File: src/rtl/sync_fifo_rd_adapter.sv
// Read-side adapter for sync_fifo: turns rd_en/empty with one-cycle dout latency into a valid/ready stream.
// Optional SYNC_FIFO_RD_ADAPTER_STATS_EN adds beat and stall counters.
module sync_fifo_rd_adapter #(
    parameter int DATA_WIDTH = 64
) (
    input  logic                  clock_i,
    input  logic                  rst_i,
    input  logic [DATA_WIDTH-1:0] fifo_dout_i,
    input  logic                  fifo_empty_i,
    output logic                  fifo_rd_en_o,
    output logic                  m_valid_o,
    input  logic                  m_ready_i,
    output logic [DATA_WIDTH-1:0] m_data_o
`ifdef SYNC_FIFO_RD_ADAPTER_STATS_EN
    ,
    output logic [31:0]           beat_count_o,
    output logic [31:0]           stall_count_o
`endif
);

    localparam logic [1:0] CNT_EMPTY = 2'd0;
    localparam logic [1:0] CNT_ONE   = 2'd1;
    localparam logic [1:0] CNT_TWO   = 2'd2;

    logic [1:0]            count_q, count_d;
    logic                  inflight_q;
    logic                  wr_ptr_q;
    logic                  rd_ptr_q;
    logic [DATA_WIDTH-1:0] buf_q [2];
    logic                  pop;
    logic [2:0]            occ_next;

    assign m_valid_o = (count_q != CNT_EMPTY);
    assign pop       = m_valid_o & m_ready_i;
    assign m_data_o  = buf_q[rd_ptr_q];

    // Occupancy once this cycle's capture and pop settle; a read is only
    // issued if the word returning next cycle is guaranteed a free slot.
    assign occ_next     = {1'b0, count_q} + {2'b00, inflight_q} - {2'b00, pop};
    assign fifo_rd_en_o = rst_i & ~fifo_empty_i & (occ_next < 3'd2);

    always_comb begin
        count_d = CNT_EMPTY;
        case (occ_next)
            3'd0:    count_d = CNT_EMPTY;
            3'd1:    count_d = CNT_ONE;
            default: count_d = CNT_TWO;
        endcase
    end

    always_ff @(posedge clock_i) begin
        if (!rst_i) begin
            count_q    <= CNT_EMPTY;
            inflight_q <= 1'b0;
            wr_ptr_q   <= 1'b0;
            rd_ptr_q   <= 1'b0;
        end else begin
            count_q    <= count_d;
            inflight_q <= fifo_rd_en_o;
            if (inflight_q) wr_ptr_q <= ~wr_ptr_q;
            if (pop)        rd_ptr_q <= ~rd_ptr_q;
        end
    end

    // Buffer storage carries no reset; a stray write during reset is never read.
    always_ff @(posedge clock_i) begin
        if (inflight_q) buf_q[wr_ptr_q] <= fifo_dout_i;
    end

`ifdef SYNC_FIFO_RD_ADAPTER_STATS_EN
    logic [31:0] beat_q, stall_q;

    always_ff @(posedge clock_i) begin
        if (!rst_i) begin
            beat_q  <= 32'd0;
            stall_q <= 32'd0;
        end else begin
            if (pop)                    beat_q  <= beat_q + 32'd1;
            if (m_valid_o & ~m_ready_i) stall_q <= stall_q + 32'd1;
        end
    end

    assign beat_count_o  = beat_q;
    assign stall_count_o = stall_q;
`endif

endmodule

File: config.mk
export PLATFORM = sky130hd
export DESIGN_NAME = sync_fifo_rd_adapter
export DESIGN_NICKNAME = d
export VERILOG_FILES = /design/src/rtl/sync_fifo_rd_adapter.sv
export SDC_FILE = /design/constraint.sdc
export NUM_CORES = 1
export LEC_CHECK = 0
export ABC_AREA = 1
export CORE_UTILIZATION = 44
export DETAILED_ROUTE_END_ITERATION = 8
export HOLD_SLACK_MARGIN = 0.08
export MAX_ROUTING_LAYER = met4
export PLACE_DENSITY_LB_ADDON = 0.3
export SLEW_MARGIN = 20
export SYNTH_ARGS = -nofsm -noshare
export SYNTH_HDL_FRONTEND = slang
export SYNTH_SLANG_ARGS = --single-unit
File: constraint.sdc
create_clock -name clock_i -period 3.3 [get_ports clock_i]
set_input_delay 0.33 -clock clock_i [delete_from_list [all_inputs] [get_ports clock_i]]
set_output_delay 0.33 -clock clock_i [all_outputs]
set_load 0.03 [all_outputs]
==> results of run 1 <==
==> per-stage QoR <==
| step | power [mW] | util (%) | area [um^2] |
|---|---|---|---|
| global route | 6.03 | 63.5 | 7280 |
| detailed placement | 3.94 | 58.1 | 6670 |
| CTS | 5.87 | 63.5 | 7280 |
| floorplan | 3.38 | - | 5210 |
| finish | 5.80 | 63.5 | 7280 |
| global placement | 3.91 | 58.1 | 6670 |
==> cells in the final DEF, fill, tap and decap left out, drive strengths merged, types with 4 or more instances in the layout <==
cell type and count:
buf 6, bufinv 4, clkbuf 17, clkdlybuf4s50 132, clkinv 8, dfxtp 6
edfxtp 128, inv 11, mux2 64, nand2 5, nor2 10
==> synth_stat cells <==
cell type	number	area [um^2]
ha_1	2	25.0
nor3_1	1	5.00
mux2_2	4	45.0
inv_1	11	41.3
a31oi_1	1	6.26
fa_1	1	20.0
dfxtp_1	6	120
nand2_1	5	18.8
nand4_1	1	6.26
nand3_1	1	5.00
buf_6	1	11.3
buf_12	6	120
mux2_4	60	901
nor2_1	10	37.5
edfxtp_1	128	3840
==> timing repair <==
item | CTS | global route
gates resized for setup | 0 | 1
setup endpoints to repair | 0 | 1
buffers inserted | 0 | 0
==> per-layer routing <==
| layer | wire length [um] | GRT usage, % |
|---|---|---|
| met1 | 3790 | 19.1 |
| met2 | 4420 | 24.1 |
| met3 | 526 | 5.74 |
| met4 | 65 | 5.87 |
| met5 | 0 | - |
==> final timing paths <==
check	startpoint	endpoint	slack, ns	cells after the start
max reg2reg	count_q[1]	count_q[0]	1.41	9
min reg2reg	inflight_q	wr_ptr_q	0.50	2
min	fifo_empty_i	inflight_q	0.49	2
max	m_ready_i	fifo_rd_en_o	0.45	11
==> power breakdown <==
part / internal, mW / total (mW) / switching (mW)
logic: 0.832 / 1.70 / 0.871
clock network: 1.25 / 1.91 / 0.661
registers: 2.09 / 2.19 / 0.100
==> logic make-up (layout without fill, tap and decap cells) <==
family | after synthesis | count (layout) | share of synthesized area (%)
AO/OA/AOI/OAI | 1 | 1 | 0.120
adder cells (fa/ha/maj) | 3 | 3 | 0.865
AND/OR/NAND/NOR | 18 | 18 | 1.39
flip-flops | 134 | 134 | 76.1
multiplexers | 64 | 64 | 18.2
buffers and inverters | 18 | 182 | 3.32
==> worst max-delay path, stage by stage <==
cell	delay (ns)
clkdlybuf4s50_1	0.47
inv_1	0.05
nor2_1	0.16
ha_1	0.26
inv_1	0.06
ha_1	0.16
fa_1	0.41
inv_1	0.08
nand4_1	0.14
nor2_1	0.11
dlymetal6s2s_1	0.29
==> sequential cells by signal, indices dropped and copies added, names as in the netlist, named ones only <==
signal and cells:
inflight_q 1, wr_ptr_q 1, rd_ptr_q 1, count_q 2, buf_q 128
==> area by class of cell <==
type / instances / area, um^2 / share of cell area, %
clock buffers: 17 / 425 / 5.84
clock inverters: 15 / 186 / 2.56
well taps: 143 / 179 / 2.46
inverters: 11 / 41.3 / 0.567
multi-input cells: 86 / 1080 / 14.8
flip-flops and latches: 134 / 3970 / 54.5
repair buffers: 139 / 1400 / 19.3
==> flow_metrics.env, run 1 <==
export IMPL_drc_errors=0
export IMPL_period_minus_slack_ns=2.85
export IMPL_overflow=0
export IMPL_numClockSinks=134
export IMPL_fin_crit_sh_pct=86.4
export IMPL_wire_per_inst_um=16.2
export IMPL_rsz0062_at_grt="no"
export IMPL_gp_congestion=0.675
export IMPL_insertedDiodeCount=0
export IMPL_numPlacedInstances=513
export IMPL_ys_ff_latch=134
export IMPL_yosysSeqAreaShare_pct=76.1
export IMPL_ioPinCount=134
export IMPL_fillCellCount=836
export IMPL_hold_worst_slack_ns=0.487
export IMPL_cts_made_buffers=17
export IMPL_grt_pass1_vias=2785
export IMPL_clockRootBuffer="clkbuf_16"
export IMPL_die_area_um2=12300
export IMPL_die_h_um=111
export IMPL_htreeDepth=4
export IMPL_arrival_ns=2.52
export IMPL_required_ns=2.97
export IMPL_synth_fp_nets=309
export IMPL_viasPerCell=4.75
export IMPL_port_buffers=133
export IMPL_finClkSkew_ns=0.00902
export IMPL_area_growth_pct=39.8
export IMPL_grt_max_degree=40
export IMPL_layout_cells_non_filler=545
export IMPL_p_per_area_nw_per_um2=797
export IMPL_crit_path_end_kind="primary output"
export IMPL_antenna_found_initial=0
export IMPL_ys_types=15
export IMPL_avgSynthCellArea_um2=21.9
export IMPL_synth_area_um2=5210
export IMPL_cts_tree="done"
export IMPL_start_util_pct=45.4
export IMPL_setup_slack_ns=0.448
export IMPL_core_um2=11500
export IMPL_globalRouteTotalUtil_pct=15.7
export IMPL_final_antenna_net_count=0
export IMPL_drv_slew=0
export IMPL_maxCapViolations=0
export IMPL_dpl_hpwl_um=5620
export IMPL_startpoint_type="primary input"
export IMPL_cts_hold_buf=0
export IMPL_drive_gt1_share_pct=25.4
export IMPL_irDropWorstVdd_mv=0.435
export IMPL_dr_total_vias=2591
export IMPL_cts_clk_slew_worst_paths_ns=0.06
export IMPL_hp_class="primary input to flip-flop"
export IMPL_grt_pass1_wl_um=14000
export IMPL_tightest_slew_ns=0.643
export IMPL_status="finished clean"
export IMPL_crit_path_max_fanout=3
export IMPL_cts_max_path_buffers=2
export IMPL_rows=39
export IMPL_clkLatencyLatePin_ns=0.40
export IMPL_tns_ns=0
export IMPL_leakagePower_nw=2.63
export IMPL_synthCells=238
export IMPL_drtIter0Drc=104
export IMPL_dr_pass1_iters=4
export IMPL_clock_fmax_ghz=0.351
export IMPL_dp_slack_ns=0.103
export IMPL_worst_setup_path_type="primary input to primary output"
export IMPL_fin_nets=460
export IMPL_slew_headroom_pct=57.1
export IMPL_synth_warnings=0
export IMPL_hold_viol_final=0
export IMPL_die_w_um=111
export IMPL_setup_viol_count_final=0
export IMPL_drt_wl_total_um=8810
(Power assumes the default switching activity.)
==> inputs of run 2 (changes only) <==
- CORE_UTILIZATION: 44 -> 45
- clock period: 3.3 -> 3.2 ns (I/O delays scaled with it)
==> flow_metrics.env, run 2 (synthesis results as in run 1) <==
export IMPL_die_area_um2=12000
export IMPL_mostFrequentLayoutCells="clkdlybuf4s50_1, edfxtp_1, mux2_4, clkbuf_16, inv_1"
export IMPL_cts_tree="done"
export IMPL_rr_worst_depth=10
export IMPL_drive_gt1_share_pct=25.6
export IMPL_ioPinCount=134
export IMPL_p_seq_share_pct=37.6
export IMPL_die_w_um=110
export IMPL_globalRouteTotalUtil_pct=16.0
export IMPL_status="finished clean"
export IMPL_top_register="buf_q"
export IMPL_cts_clk_slew_worst_paths_ns=0.05
export IMPL_irDropWorstVdd_mv=0.396
export IMPL_crit_path_max_fanout=2
export IMPL_rsz0062_at_grt="no"
export IMPL_fin_nets=461
export IMPL_clockRootBuffer="clkbuf_16"
export IMPL_whs_path_depth=2
export IMPL_port_buffers=133
export IMPL_largest_register_ffs=128
export IMPL_cts_max_path_buffers=2
export IMPL_rrSetupSlack_ns=1.20
export IMPL_reg_largest_list="buf_q: 128 flops, count_q: 2 flops"
export IMPL_tightest_slew_ns=0.520
export IMPL_grt_max_degree=44
export IMPL_clkLatencyLatePin_ns=0.40
export IMPL_grt_util_met1_pct=17.6
export IMPL_grt_use_met3_pct=5.04
export IMPL_clock_fmax_ghz=0.353
export IMPL_dpl_hpwl_um=5760
export IMPL_final_antenna_net_count=0
export IMPL_startpoint_type="primary input"
export IMPL_drtIter0Drc=119
export IMPL_numPlacedInstances=511
export IMPL_fillCellCount=772
export IMPL_leakagePower_nw=2.63
export IMPL_setup_viol_count_final=0
export IMPL_p_sw_mw=1.68
export IMPL_maxCapViolations=0
export IMPL_die_h_um=110
export IMPL_htreeDepth=4
export IMPL_worst_setup_path_type="primary input to primary output"
export IMPL_finClkSkew_ns=0.00832
export IMPL_grt_busiest_layer="met2"
export IMPL_hold_viol_final=0
export IMPL_start_util_pct=47.0
export IMPL_pwr_share_clk_pct=32.9
export IMPL_multi_input_area_um2=1080
export IMPL_insertedDiodeCount=0
export IMPL_tns_ns=0
export IMPL_grt_use_met2_pct=26.9
export IMPL_final_common_cell="clkdlybuf4s50_1"
export IMPL_period_minus_slack_ns=2.83
export IMPL_viasPerCell=4.78
export IMPL_fin_crit_sh_pct=88.5
export IMPL_rows=38
export IMPL_final_seq_area_um2=3970
export IMPL_layout_cells_non_filler=543
export IMPL_p_int_mw=4.31
export IMPL_drc_errors=0
export IMPL_overflow=0
export IMPL_antenna_found_initial=0
export IMPL_dr_total_vias=2598
export IMPL_gp_congestion=0.777
export IMPL_grt_pass1_vias=2694
export IMPL_cts_made_buffers=17
export IMPL_drt_wl_total_um=8830
export IMPL_core_um2=11100
export IMPL_area_growth_pct=39.9
export IMPL_arrival_ns=2.51
export IMPL_drv_slew=0
export IMPL_hp_class="primary input to flip-flop"
export IMPL_swShare_pct=28.0
export IMPL_required_ns=2.88
export IMPL_p_comb_share_pct=29.4
export IMPL_slew_headroom_pct=65.3
export IMPL_crit_path_end_kind="primary output"
export IMPL_grt_pass1_wl_um=13200
export IMPL_wire_per_inst_um=16.3
export IMPL_dr_pass1_iters=4
export IMPL_numClockSinks=134
export IMPL_p_per_area_nw_per_um2=822
[run 2: what timing repair did]
item                       4_1_cts  5_1_grt
setup endpoints to repair        0        1
hold buffers                     0        0
buffers inserted                 0        0
gates resized for setup          0        1
[run 2: through the flow]
| step | util, % | area (um^2) | power [mW] | worst slack [ns] | hold slack [ns] |
|---|---|---|---|---|---|
| 5_1_grt | 65.8 | 7280 | 6.23 | 0.262 | 0.474 |
| 2_1_floorplan | - | 5210 | 3.48 | 0.732 | 0.392 |
| 6_report | 65.8 | 7280 | 5.99 | 0.366 | 0.488 |
| 4_1_cts | 65.7 | 7280 | 6.06 | 0.0121 | 0.466 |
| 3_5_place_dp | 60.2 | 6670 | 4.07 | 0.0281 | 0.501 |
| 3_3_place_gp | 60.2 | 6670 | 4.04 | 0.105 | 0.482 |
[run 2: area by class of cell]
cell class	count	area share [%]
well taps	140	2.40
clock buffers	17	5.84
flip-flops and latches	134	54.5
repair buffers	140	19.4
clock inverters	15	2.56
multi-input cells	86	14.8
inverters	11	0.567
[run 2: power by group through the flow]
stage	logic, mW	clock network, mW	registers (mW)
after floorplan	1.25	0	2.23
after global placement	1.76	0	2.28
final	1.76	1.97	2.25
after detailed placement	1.78	0	2.29
after global routing	1.86	2.09	2.27
after CTS	1.79	2.02	2.26
[run 2: worst paths after layout]
check	start	endpoint
max reg2reg	count_q[0]	inflight_q
min	fifo_empty_i	inflight_q
max	m_ready_i	fifo_rd_en_o
min reg2reg	inflight_q	wr_ptr_q
[run 2: worst max-delay path, cell delays in order]
cell,delay (ns)
clkdlybuf4s50_1,0.48
inv_1,0.04
nor2_1,0.15
ha_1,0.26
inv_1,0.06
ha_1,0.16
fa_1,0.42
inv_1,0.10
nand4_1,0.13
nor2_1,0.11
dlymetal6s2s_1,0.29
[run 2: metal layers]
layer	routed length (um)	part of all wire (%)
met1	3760	43
met2	4560	52
met3	431	4.9
met4	69	0.78
met5	0	0
==> inputs of run 3 (changes only) <==
- SLEW_MARGIN: 20 -> default
- clock period: 3.2 -> 2.7 ns (I/O delays scaled with it)
==> flow_metrics.env, run 3 (synthesis results as in run 1) <==
export IMPL_drive_gt1_share_pct=26.9
export IMPL_reg_largest_list="buf_q: 128 flops, count_q: 2 flops"
export IMPL_r2r_start="count_q[0]"
export IMPL_final_util_pct=66.0
export IMPL_grt_max_degree=37
export IMPL_die_w_um=110
export IMPL_maxCapViolations=0
export IMPL_drc_errors=0
export IMPL_p_per_area_nw_per_um2=975
export IMPL_numClockSinks=134
export IMPL_fin_nets=463
export IMPL_area_growth_pct=40.5
export IMPL_placed_area_um2=6690
export IMPL_multi_input_area_um2=1080
export IMPL_core_um2=11100
export IMPL_final_common_cell="clkdlybuf4s50_1"
export IMPL_status="finished clean"
export IMPL_grt_pass1_vias=2697
export IMPL_final_area_um2=7320
export IMPL_rows=38
export IMPL_insertedDiodeCount=0
export IMPL_slew_headroom_pct=56.3
export IMPL_die_area_um2=12000
export IMPL_fin_crit_sh_pct=97.3
export IMPL_drv_slew=0
export IMPL_final_seq_area_um2=3970
export IMPL_cts_made_buffers=17
export IMPL_grt_pass1_wl_um=13100
export IMPL_final_antenna_net_count=0
export IMPL_fillCellCount=806
export IMPL_port_buffers=133
export IMPL_crit_path_max_fanout=3
export IMPL_cts_hold_buf=0
export IMPL_drt_wl_total_um=8670
export IMPL_irDropWorstVdd_mv=0.498
export IMPL_drtIter0Drc=86
export IMPL_cts_max_path_buffers=2
export IMPL_setup_viol_count_final=0
export IMPL_leakagePower_nw=2.62
export IMPL_clockRootBuffer="clkbuf_16"
export IMPL_dr_total_vias=2573
export IMPL_antenna_found_initial=0
export IMPL_tightest_slew_ns=0.655
export IMPL_cts_clk_slew_worst_paths_ns=0.06
export IMPL_crit_path_end_kind="primary output"
export IMPL_ioPinCount=134
export IMPL_holdCritStartpoint="fifo_empty_i"
export IMPL_period_minus_slack_ns=2.63
export IMPL_worst_setup_path_type="flip-flop to primary output"
export IMPL_finClkSkew_ns=0.00715
export IMPL_globalRouteTotalUtil_pct=15.6
export IMPL_overflow=0
export IMPL_hold_viol_final=0
export IMPL_dr_pass1_iters=4
export IMPL_wire_per_inst_um=15.9
export IMPL_required_ns=2.43
export IMPL_arrival_ns=2.36
export IMPL_viasPerCell=4.72
export IMPL_htreeDepth=4
export IMPL_clkLatencyLatePin_ns=0.40
export IMPL_dpl_hpwl_um=5680
export IMPL_clock_fmax_ghz=0.381
export IMPL_startpoint_type="flip-flop"
export IMPL_die_h_um=110
export IMPL_crit_start="count_q[0]"
export IMPL_top_register="buf_q"
export IMPL_cts_tree="done"
export IMPL_hp_class="primary input to flip-flop"
export IMPL_largest_register_ffs=128
export IMPL_mostFrequentLayoutCells="clkdlybuf4s50_1, edfxtp_1, mux2_4, clkbuf_16, inv_1"
export IMPL_gp_congestion=0.681
export IMPL_start_util_pct=47.0
run 3: repair_timing:
action                                  in CTS  in global routing
endpoints found under the setup margin       1                  1
buffers inserted                             1                  0
pin swaps                                    3                  2
gates resized for setup                      0                  4
run 3: final cells by class:
type                            instances  share of cell area [%]
Clock inverter                         13                    2.46
Clock buffer                           19                    5.92
Tap cell                              140                    2.39
Sequential cell                       134                    54.3
Timing Repair Buffer                  142                    19.6
Multi-Input combinational cell         86                    14.8
Inverter                               11                   0.564
run 3: metrics by stage:
stage / TNS [ns] / setup WS [ns] / hold slack, ns / instances / power (mW)
after floorplan: 0 / 0.232 / 0.342 / 238 / 4.13
after global placement: 0 / 0.178 / 0.484 / 512 / 4.79
after detailed placement: 0 / 0.0370 / 0.491 / 512 / 4.83
after CTS: 0 / 0.0218 / 0.414 / 545 / 7.21
after global routing: -0.00281 / -0.00281 / 0.415 / 545 / 7.41
final: 0 / 0.0733 / 0.435 / 545 / 7.14
run 3: critical path, stage by stage, from the launching register on:
cell,delay (ns)
dfxtp_2,0.33
nor2_1,0.14
nor2_2,0.07
ha_1,0.27
inv_1,0.07
ha_1,0.16
fa_2,0.43
inv_1,0.08
nand4_1,0.12
nor2_1,0.12
buf_4,0.17
run 3: routing by layer:
| layer | vias up | GRT usage [%] | share of wire, % |
|---|---|---|---|
| met1 | 1240 | 16.5 | 40 |
| li1 | 1231 | - | - |
| met3 | 9 | 6.22 | 7.1 |
| met5 | - | - | 0 |
| met2 | 93 | 26.4 | 52 |
| met4 | 0 | 5.81 | 0.81 |
run 3: worst paths after layout:
kind,end,slack [ns],depth (start not counted)
worst max-delay path,fifo_rd_en_o,0.07,10
worst min-delay path,inflight_q,0.43,2
worst max register to register,inflight_q,0.71,10
worst min register to register,wr_ptr_q,0.50,2
run 3: where the power goes:
group / total, mW / internal [mW] / leakage (nW) / switching [mW]
clock network: 2.35 / 1.54 / 0.285 / 0.810
registers: 2.65 / 2.55 / 1.21 / 0.0946
logic: 2.14 / 1.05 / 1.13 / 1.09
